File: src/rtl/grad_dump_sched.sv
// Gradient dump scheduler: streams the x and y gradient planes from BRAM as
// framed bytes (A5, plane id, N samples per plane) over a valid/ready link.
module grad_dump_sched #(
    parameter int WIDTH      = 64,
    parameter int HEIGHT     = 64,
    parameter int BIT_DEPTH  = 8,
    parameter int RD_LATENCY = 2,
    localparam int N  = WIDTH * HEIGHT,
    localparam int AW = $clog2(N)
) (
    input  logic                 clk_in,
    input  logic                 rst_in,
    input  logic                 start_in,
    input  logic                 grad_ready_in,
    input  logic                 abort_in,
    output logic [AW-1:0]        rd_addr_o,
    input  logic [BIT_DEPTH-1:0] x_data_in,
    input  logic [BIT_DEPTH-1:0] y_data_in,
    output logic [BIT_DEPTH-1:0] tx_data_o,
    output logic                 tx_valid_o,
    input  logic                 tx_ready_in,
    output logic                 busy_o,
    output logic                 done_o,
    output logic [2:0]           state_o
);

    localparam int WW = (RD_LATENCY > 0) ? $clog2(RD_LATENCY + 1) : 1;
    localparam logic [BIT_DEPTH-1:0] SYNC_BYTE = BIT_DEPTH'(8'hA5);
    localparam logic [AW-1:0]        LAST_PIX  = AW'(N - 1);
    localparam logic [WW-1:0]        WAIT_LAST = WW'(RD_LATENCY);

    typedef enum logic [2:0] {
        S_IDLE  = 3'd0,
        S_SYNC  = 3'd1,
        S_ID    = 3'd2,
        S_FETCH = 3'd3,
        S_SEND  = 3'd4,
        S_DONE  = 3'd5
    } state_t;

    state_t               r_state, w_state_nxt;
    logic                 r_plane, w_plane_nxt;
    logic [AW-1:0]        r_cnt, w_cnt_nxt;
    logic [WW-1:0]        r_wait, w_wait_nxt;
    logic [BIT_DEPTH-1:0] r_tx_data, w_data_nxt;
    logic                 r_abort, w_abort_nxt;
    logic                 w_accept;
    logic                 w_abort;

    assign tx_valid_o = (r_state == S_SYNC) || (r_state == S_ID) || (r_state == S_SEND);
    assign w_accept   = tx_valid_o && tx_ready_in;
    // An abort seen while a byte is held is remembered until that byte is accepted.
    assign w_abort    = abort_in || r_abort;

    assign rd_addr_o  = r_cnt;
    assign tx_data_o  = r_tx_data;
    assign busy_o     = (r_state != S_IDLE);
    assign done_o     = (r_state == S_DONE);
    assign state_o    = r_state;

    // NOTE: state registers use non-blocking assignments so every register samples pre-edge values.
    always_ff @(posedge clk_in) begin
        if (!rst_in) begin
            r_state   <= S_IDLE;
            r_plane   <= 1'b0;
            r_cnt     <= '0;
            r_wait    <= '0;
            r_tx_data <= '0;
            r_abort   <= 1'b0;
        end else begin
            r_state   <= w_state_nxt;
            r_plane   <= w_plane_nxt;
            r_cnt     <= w_cnt_nxt;
            r_wait    <= w_wait_nxt;
            r_tx_data <= w_data_nxt;
            r_abort   <= w_abort_nxt;
        end
    end

    // NOTE: every output of this block is defaulted first so no path can infer a latch.
    always_comb begin
        w_state_nxt = r_state;
        w_plane_nxt = r_plane;
        w_cnt_nxt   = r_cnt;
        w_wait_nxt  = r_wait;
        w_data_nxt  = r_tx_data;
        w_abort_nxt = r_abort;

        unique case (r_state)
            S_IDLE: begin
                w_abort_nxt = 1'b0;
                if (start_in && grad_ready_in) begin
                    w_state_nxt = S_SYNC;
                    w_plane_nxt = 1'b0;
                    w_cnt_nxt   = '0;
                    w_data_nxt  = SYNC_BYTE;
                end
            end
            S_SYNC: begin
                if (w_accept) begin
                    if (w_abort) begin
                        w_state_nxt = S_IDLE;
                    end else begin
                        w_state_nxt = S_ID;
                        w_data_nxt  = {{(BIT_DEPTH-1){1'b0}}, r_plane};
                    end
                end else if (abort_in) begin
                    w_abort_nxt = 1'b1;
                end
            end
            S_ID: begin
                if (w_accept) begin
                    if (w_abort) begin
                        w_state_nxt = S_IDLE;
                    end else begin
                        w_state_nxt = S_FETCH;
                        w_cnt_nxt   = '0;
                        w_wait_nxt  = '0;
                    end
                end else if (abort_in) begin
                    w_abort_nxt = 1'b1;
                end
            end
            S_FETCH: begin
                if (abort_in) begin
                    w_state_nxt = S_IDLE;
                end else if (r_wait == WAIT_LAST) begin
                    w_state_nxt = S_SEND;
                    w_data_nxt  = r_plane ? y_data_in : x_data_in;
                end else begin
                    w_wait_nxt = r_wait + 1'b1;
                end
            end
            S_SEND: begin
                if (w_accept) begin
                    // The final y byte completes the dump even if an abort arrives with it.
                    if (r_cnt == LAST_PIX) begin
                        if (r_plane) begin
                            w_state_nxt = S_DONE;
                        end else if (w_abort) begin
                            w_state_nxt = S_IDLE;
                        end else begin
                            w_state_nxt = S_SYNC;
                            w_plane_nxt = 1'b1;
                            w_cnt_nxt   = '0;
                            w_data_nxt  = SYNC_BYTE;
                        end
                    end else if (w_abort) begin
                        w_state_nxt = S_IDLE;
                    end else begin
                        w_state_nxt = S_FETCH;
                        w_cnt_nxt   = r_cnt + 1'b1;
                        w_wait_nxt  = '0;
                    end
                end else if (abort_in) begin
                    w_abort_nxt = 1'b1;
                end
            end
            S_DONE: begin
                w_state_nxt = S_IDLE;
            end
            default: begin
                w_state_nxt = S_IDLE;
            end
        endcase
    end

endmodule

File: config.mk
export PLATFORM = sky130hd
export DESIGN_NAME = grad_dump_sched
export DESIGN_NICKNAME = d
export VERILOG_FILES = /design/src/rtl/grad_dump_sched.sv
export SDC_FILE = /design/constraint.sdc
export NUM_CORES = 1
export LEC_CHECK = 0
export ABC_AREA = 1
export CAP_MARGIN = 20
export CORE_MARGIN = 1.5
export CORE_UTILIZATION = 50
export DETAILED_ROUTE_END_ITERATION = 10
export GPL_TIMING_DRIVEN = 0
export PLACE_DENSITY = 0.8
export SLEW_MARGIN = 20
export SYNTH_ARGS = -nofsm -noshare
export SYNTH_HDL_FRONTEND = slang
export SYNTH_SLANG_ARGS = --single-unit
File: constraint.sdc
create_clock -name clk_in -period 2.1 [get_ports clk_in]
set_input_delay 0.42 -clock clk_in [delete_from_list [all_inputs] [get_ports clk_in]]
set_output_delay 0.42 -clock clk_in [all_outputs]
set_load 0.02 [all_outputs]
== Yosys cells after proc, flatten, opt, wreduce, memory -nomap -nowiden ==
Cells that the tools add are included.

* Register bits after elaboration: 27
* Input port bits: 22
* Output and inout port bits: 26
* Logic and storage cells: 98

* $add $sub $neg: 2
* Equality and inequality tests: 24
* Mux-type cells: 47
* Reduce and logical (&&, ||, !) cells: 19

{| class="wikitable"
|+ Operators by type and width
! cell !! count
|-
| $mux 12 || 7
|-
| $mux 8 || 10
|-
| $pmux 12 s3 || 1
|-
| $pmux 8 s4 || 1
|-
| $mux 3 || 8
|-
| $ne 2x2->1 const B || 12
|-
| $mux 2 || 8
|-
| $pmux 3 s5 || 1
|-
| $add 12x1->12 const B || 1
|-
| $eq 12x12->1 const B || 1
|-
| $reduce_and 6->1 || 2
|-
| $reduce_and 10->1 || 1
|-
| $reduce_bool 3->1 || 3
|-
| $mux 1 || 8
|-
| $eq 3x2->1 const B || 2
|-
| $eq 3x3->1 const B || 2
|-
| $ne 3x3->1 const B || 2
|-
| $pmux 2 s3 || 1
|-
| $reduce_and 5->1 || 1
|-
| $ne 2x1->1 const B || 2
|-
| $pmux 1 s2 || 2
|-
| $reduce_and 4->1 || 1
|-
| $reduce_bool 2->1 || 2
|-
| $reduce_bool 4->1 || 1
|-
| 9 further kinds || 12
|}

== Longest topological paths before layout ==
Gate-level depths: netlist of run 1.

* Depth in word-level cells: 6
* Depth in mapped cells: 11
* Mapped depth without buffers: 11

== Worst setup path before layout of run 1 ==
No wires, ideal clock.

* Path kind: flip-flop to flip-flop
* From: register r_cnt[0], in the netlist rd_addr_o[0]
* To: register r_cnt[0], in the netlist rd_addr_o[0]
* Setup time: 0.114 ns
* Arrival time: 1.716 ns
* Data required time: 1.986 ns
* Slack: 0.270 ns
* Cell stages (with the launch flop): 11
* Path buffers: 2
* Clock period less this slack: 1.830 ns
* Cell sequence: dfxtp_1 > ha_1 > nand2_1 > nor2_4 > nand3_2 > buf_6 > nand2_4 > nand3_4 > buf_6 > a21oi_1 > nor2_1

* Cells in the longest elaborated chain, start to end: 5
* Elaborated cells between the ends (all ways): 12
* Those cells by class: add/sub: 1; eq/ne: 3; mux: 7; reduce/logical: 1

{| class="wikitable"
|+ Ends and longest elaborated chain
! what !! RTL line !! RTL
|-
| from (decl) || 43 || <nowiki>logic [AW-1:0] r_cnt, w_cnt_nxt;</nowiki>
|-
| from (signal assigned) || 73 || <nowiki>r_cnt <= w_cnt_nxt;</nowiki>
|-
| $add 12x1->12 / $mux 12 (equally long branches) || - ||
|-
| $mux 12, on equally long branches || - ||
|-
| $mux 12 || 137 || <nowiki>if (r_cnt == LAST_PIX) begin</nowiki>
|-
| $mux 12 || 135 || <nowiki>if (w_accept) begin</nowiki>
|-
| $pmux 12 s3 || 89 || <nowiki>unique case (r_state)</nowiki>
|}

Parallel ways exist; a longest one is shown, timed or not. The select of a mux whose other input is x is not followed.
A chain may end at the register's enable or synchronous reset.

== Worst setup path in the final report of run 1 ==
* From: register r_state[1], in the netlist state_o[1]
* To: output tx_valid_o

* Cells in the longest elaborated chain, start to end: 3
* Elaborated cells between the ends (all ways): 5
* Those cells by class: eq/ne: 3; reduce/logical: 2

{| class="wikitable"
|+ Ends and longest elaborated chain
! what !! RTL line !! RTL
|-
| from (decl) || 41 || <nowiki>state_t r_state, w_state_nxt;</nowiki>
|-
| from (signal assigned) || 71 || <nowiki>r_state <= w_state_nxt;</nowiki>
|-
| $eq 3x1->1 / $eq 3x2->1 (equally long branches) || 50 || <nowiki>assign tx_valid_o = (r_state == S_SYNC) || (r_state == S_ID) || (r_state == S_SEND);</nowiki>
|-
| $logic_or 1x1->1 || 50 ||
|-
| $logic_or 1x1->1 (*) || 50 ||
|-
| to (decl) || 20 || <nowiki>output logic tx_valid_o,</nowiki>
|}

Mark *: on every way between the ends. The rest lies on a longest branch, timed or not.

==> results.sh, run 1 <==
export IMPL_grt_use_total_pct=26.2
export IMPL_cp_max_fo=9
export IMPL_layout_commonest_cell="nand2_1"
export IMPL_port_buffers=47
export IMPL_die_x_um=67.6
export IMPL_drc=0
export IMPL_timing_rr_start="rd_addr_o[1]$_SDFFE_PN0P_"
export IMPL_syn_cell_area_um2=2090
export IMPL_cp_start_kind="flop"
export IMPL_globalRouteOverflowTotal=0
export IMPL_layout_drive_gt1_share_pct=11.6
export IMPL_num_io_pins=48
export IMPL_finalSetupViolations=0
export IMPL_via_count=2391
export IMPL_placedCellCount=458
export IMPL_cts_buffers=3
export IMPL_clk_latency_ns=0.28
export IMPL_leakage_nw=1.21
export IMPL_fin_util_pct=67.3
export IMPL_layout_cells_non_filler=463
export IMPL_hp_start="r_abort$_SDFFE_PN0P_"
export IMPL_arrival_ns=1.60
export IMPL_fin_crit_sh_pct=96.1
export IMPL_synth_avg_cell_area_um2=5.78
export IMPL_ant_nets=0
export IMPL_routedWlPerCell_um=11.9
export IMPL_clock_path_buffers=2
export IMPL_reg2regPathDepth=10
export IMPL_cellPowerDensity_nw_per_um2=944
export IMPL_syn_inst=361
export IMPL_maxCapViolCount=0
export IMPL_vdd_drop_max_mv=0.643
export IMPL_seq_area_frac_synth_pct=25.9
export IMPL_grt_pass1_wl_mm=9.22
export IMPL_initial_core_util_pct=52.2
export IMPL_clkTransAtPathRegs_ns=0.10
export IMPL_first_global_vias=2072
export IMPL_hold_depth=2
export IMPL_ys_ff_latch=27
export IMPL_first_pass_iters=4
export IMPL_drtIter0Drc=213
export IMPL_power_mw=2.54
export IMPL_cts_hold_buffers=0
export IMPL_place_hpwl_mm=4.17
export IMPL_wl_mm=5.53
export IMPL_hold_viol=0
export IMPL_dieArea_um2=4570
export IMPL_crit_type="reg2out"
export IMPL_clk_root_buffer_cell="clkbuf_8"
export IMPL_worst_pin_slew_ns=0.535
export IMPL_htree_levels=1
export IMPL_fmax_ghz=0.495
export IMPL_cts_sinks=27
export IMPL_viasPerCell=5.16
export IMPL_clock_skew_ns=0.00550
export IMPL_cts_tree="yes"
export IMPL_die_h_um=67.6
export IMPL_antenna_found_initial=0
export IMPL_ys_warn_count=0
export IMPL_grt_start_max_net_pins=17
export IMPL_synth_distinct_cells=30
export IMPL_layout_nets=438
export IMPL_layout_common_cells="nand2_1 (129), nor2_1 (55), clkdlybuf4s50_1 (44)"
export IMPL_coreArea_um2=4000
export IMPL_holdWs_ns=0.483
export IMPL_fillers=402
export IMPL_status="complete, no violations"
export IMPL_place_gp_congestion=0.923
export IMPL_fin_crit_ns=2.02
export IMPL_cp_startpoint="state_o[1]$_SDFFE_PN0P_"
export IMPL_cp_required_ns=1.68
export IMPL_cp_end_kind="primary output"
export IMPL_area_growth_pct=28.9
export IMPL_hp_class="reg2reg"
export IMPL_rsz0062_at_grt="false"
export IMPL_syn_nets=385
export IMPL_slew_viol_final=0
export IMPL_row_count=23
export IMPL_slew_headroom_pct=64.4
export IMPL_n_antenna_cell=0
-- routing by layer --
layer / GRT usage [%] / part of all wire [%] / vias to the layer above
met3: 3.83 / 5.7 / 10
met1: 34.7 / 45 / 1056
li1: - / - / 1243
met2: 43.0 / 48 / 82
met5: 0 / 0 / -
met4: 9.18 / 1.7 / 0
-- synthesized netlist by cell type (all sizes together) --
master	number	area [µm²]
nand4	7	50.1
nand3	41	243
nand2	135	524
o211ai	1	7.51
buf	6	42.5
inv	37	139
o21ai	15	75.1
a31oi	1	6.26
xor2	1	8.76
clkinv	2	7.51
dfxtp	27	541
nor2	64	298
clkbuf	3	11.3
or2	1	6.26
xnor2	1	8.76
nor3	2	15.0
a21oi	15	78.8
ha	2	25.0
-- state kept, by name, summed over array words and instances (netlist names) --
| signal | cells |
|---|---|
| rd_addr_o | 12 |
| tx_data_o | 8 |
| state_o | 3 |
| r_wait | 2 |
| r_abort | 1 |
| r_plane | 1 |
-- kinds of logic (layout without fill, tap and decap cells) --
kind of cell,after synthesis,in the layout,share of synthesized area [%]
AO/OA/AOI/OAI,32,32,8.03
adder cells (fa/ha/maj),2,2,1.20
AND/OR/NAND/NOR,250,250,54.4
XOR/XNOR,2,2,0.839
buffers and inverters,48,100,9.59
flip-flops,27,27,25.9
-- critical path, stage by stage (launching register included) --
cell and delay, ns:
dfxtp_1 0.32, buf_2 0.18, nor2_4 0.16, nand2_1 0.15, nand2_2 0.13, inv_1 0.07, nand2_1 0.07, clkdlybuf4s15_2 0.26
-- per-stage QoR --
stage	TNS [ns]	cell area, µm²	worst slack [ns]
final	0	2690	0.0810
after global routing	0	2690	0.0144
after CTS	0	2670	0.0366
after detailed placement	-0.0797	2620	-0.0390
after global placement	-0.104	2620	-0.0345
after floorplan	0	2090	0.270
-- power by group --
group / internal, mW / switching (mW) / leakage, nW / total, mW
combinational: 0.571 / 0.903 / 0.962 / 1.47
clock: 0.135 / 0.177 / 0.0217 / 0.312
sequential: 0.637 / 0.117 / 0.222 / 0.753
total: 1.34 / 1.20 / 1.21 / 2.54
-- layout make-up --
class / count / area, µm² / area share [%]
buffer: 9 / 56.3 / 2.09
clock buffer: 3 / 41.3 / 1.53
clock inverter: 1 / 7.51 / 0.279
inverter: 39 / 146 / 5.44
multi-input combinational: 286 / 1360 / 50.4
sequential: 27 / 543 / 20.2
tap: 50 / 62.6 / 2.33
timing repair buffer: 48 / 477 / 17.7
-- timing repair --
action	CTS	global route
setup endpoints to repair	3	19
resized for setup	6	5
setup buffers	0	1
pin swaps	0	1
-- final timing paths --
kind | end | slack [ns]
min | r_abort$_SDFFE_PN0P_ | 0.48
max | tx_valid_o | 0.08
min reg2reg | r_abort$_SDFFE_PN0P_ | 0.48
max reg2reg | rd_addr_o[8]$_SDFFE_PN0P_ | 0.17
(Power assumes the default switching activity.)
==> inputs of run 2 (changes only) <==
--- a/config.mk
+++ b/config.mk
@@ -12,6 +12,7 @@
 export DETAILED_ROUTE_END_ITERATION = 10
 export GPL_TIMING_DRIVEN = 0
 export PLACE_DENSITY = 0.8
+export SKIP_CTS_REPAIR_TIMING = 1
 export SLEW_MARGIN = 20
 export SYNTH_ARGS = -nofsm -noshare
 export SYNTH_HDL_FRONTEND = slang
==> results.sh, run 2 (synthesized netlist as in run 1, its figures left out) <==
export IMPL_finalSetupViolations=0
export IMPL_leakage_nw=1.23
export IMPL_placedCellCount=458
export IMPL_power_mw=2.52
export IMPL_path_cells="buf_2 > nor2_4 > nand2_1 > nand2_1 > inv_1 > nand2_1 > clkbuf_2"
export IMPL_first_pass_iters=5
export IMPL_hp_class="reg2reg"
export IMPL_area_growth_pct=28.1
export IMPL_cp_end_kind="primary output"
export IMPL_layout_commonest_cell="nand2_1"
export IMPL_pre_cts_ws_ns=-0.0390
export IMPL_grt_use_total_pct=26.0
export IMPL_path_buf_inv=3
export IMPL_crit_top_cell="nand2_1"
export IMPL_slew_viol_final=0
export IMPL_globalRouteOverflowTotal=0
export IMPL_fin_crit_ns=1.99
export IMPL_htree_levels=1
export IMPL_grt_pass1_wl_mm=9.16
export IMPL_slew_headroom_pct=64.4
export IMPL_maxCapViolCount=0
export IMPL_ant_nets=0
export IMPL_port_buffers=47
export IMPL_clock_skew_ns=0.00816
export IMPL_row_count=23
export IMPL_fin_crit_sh_pct=94.9
export IMPL_place_hpwl_mm=4.17
export IMPL_layout_drive_gt1_share_pct=11.2
export IMPL_drc=0
export IMPL_cp_required_ns=1.68
export IMPL_fmax_ghz=0.502
export IMPL_layout_common_cells="nand2_1 (130), nor2_1 (55), clkdlybuf4s50_1 (44)"
export IMPL_status="complete, no violations"
export IMPL_cts_tree="yes"
export IMPL_dieArea_um2=4570
export IMPL_clkTransAtPathRegs_ns=0.10
export IMPL_cellPowerDensity_nw_per_um2=944
export IMPL_die_x_um=67.6
export IMPL_clk_latency_ns=0.28
export IMPL_arrival_ns=1.57
export IMPL_vdd_drop_max_mv=0.637
export IMPL_via_count=2411
export IMPL_clk_root_buffer_cell="clkbuf_8"
export IMPL_layout_cells_non_filler=462
export IMPL_fillers=405
export IMPL_layout_nets=437
export IMPL_cpPeakStageDelay_ns=0.32
export IMPL_antenna_found_initial=0
export IMPL_cp_start_kind="flop"
export IMPL_first_global_vias=2061
export IMPL_clock_path_buffers=2
export IMPL_rsz0062_at_grt="false"
export IMPL_coreArea_um2=4000
export IMPL_die_h_um=67.6
export IMPL_place_gp_congestion=0.923
export IMPL_hold_viol=0
export IMPL_setup_ws_ns=0.107
export IMPL_routedWlPerCell_um=12.1
export IMPL_drtIter0Drc=199
export IMPL_largest_reg_flops=12
export IMPL_n_antenna_cell=0
export IMPL_viasPerCell=5.22
export IMPL_cts_buffers=3
export IMPL_cts_sinks=27
export IMPL_crit_family="simple AND/OR/NAND/NOR gates"
export IMPL_cp_max_fo=9
export IMPL_worst_pin_slew_ns=0.534
export IMPL_crit_type="reg2out"
export IMPL_grt_start_max_net_pins=17
export IMPL_initial_core_util_pct=52.2
export IMPL_wl_mm=5.59
export IMPL_cpMaxStageDelayCell="dfxtp_1"
export IMPL_num_io_pins=48
run 2: changes by cell type in the layout (fill, tap and decap cells not counted):
| cell | change |
|---|---|
| dlygate4sd2_1 | -2 |
| nand2_2 | -1 |
| buf_4 | -1 |
| nand2_1 | +1 |
| nor2_4 | -1 |
| dlymetal6s2s_1 | +2 |
| nor2_2 | +1 |
| clkbuf_2 | +1 |
| clkbuf_4 | -1 |
| clkdlybuf4s15_2 | -1 |
| buf_2 | +1 |
run 2: worst register-to-register path, cell delays in order, from the launching register on:
cell and delay, ns:
dfxtp_1 0.44, ha_2 0.29, nand2_1 0.11, nor2_4 0.15, nand2_2 0.10, nor2_4 0.16, nand3_2 0.14, nand3_4 0.14
buf_6 0.16, nand2_1 0.06, a21oi_1 0.13
run 2: report_power, final:
part,switching [mW],internal (mW),total (mW)
registers,0.117,0.637,0.754
clock network,0.181,0.135,0.316
logic,0.900,0.555,1.46
run 2: layout make-up:
class                      count  area (µm²)  area share, %
inverter                      39         146           5.47
sequential                    27         543           20.3
clock inverter                 1        7.51          0.281
clock buffer                   3        41.3           1.54
timing repair buffer          47         470           17.6
buffer                         9        53.8           2.01
tap                           50        62.6           2.34
multi-input combinational    286        1350           50.4
run 2: metrics by stage:
step	instance area (µm²)	hold WS [ns]	utilization [%]	TNS, ns
after floorplan	2090	0.444	-	0
after global placement	2620	0.458	65.5	-0.104
after detailed placement	2620	0.470	65.5	-0.0797
after CTS	2670	0.485	66.7	-0.561
after global routing	2670	0.515	66.8	0
final	2670	0.483	66.8	0
run 2: final timing paths:
| kind | cells after the start | endpoint | startpoint | slack [ns] |
|---|---|---|---|---|
| worst max-delay path | 7 | tx_valid_o | state_o[1]$_SDFFE_PN0P_ | 0.11 |
| worst min-delay path | 2 | r_abort$_SDFFE_PN0P_ | r_abort$_SDFFE_PN0P_ | 0.48 |
| worst max register to register | 10 | rd_addr_o[8]$_SDFFE_PN0P_ | rd_addr_o[1]$_SDFFE_PN0P_ | 0.17 |
| worst min register to register | 2 | r_abort$_SDFFE_PN0P_ | r_abort$_SDFFE_PN0P_ | 0.48 |
run 2: routing by layer:
| layer | global-route usage (%) | vias up | share of wire [%] |
|---|---|---|---|
| li1 | - | 1243 | - |
| met1 | 34.6 | 1076 | 46 |
| met2 | 42.5 | 86 | 47 |
| met3 | 3.83 | 6 | 5.6 |
| met4 | 9.18 | 0 | 0.91 |
| met5 | 0 | - | 0 |
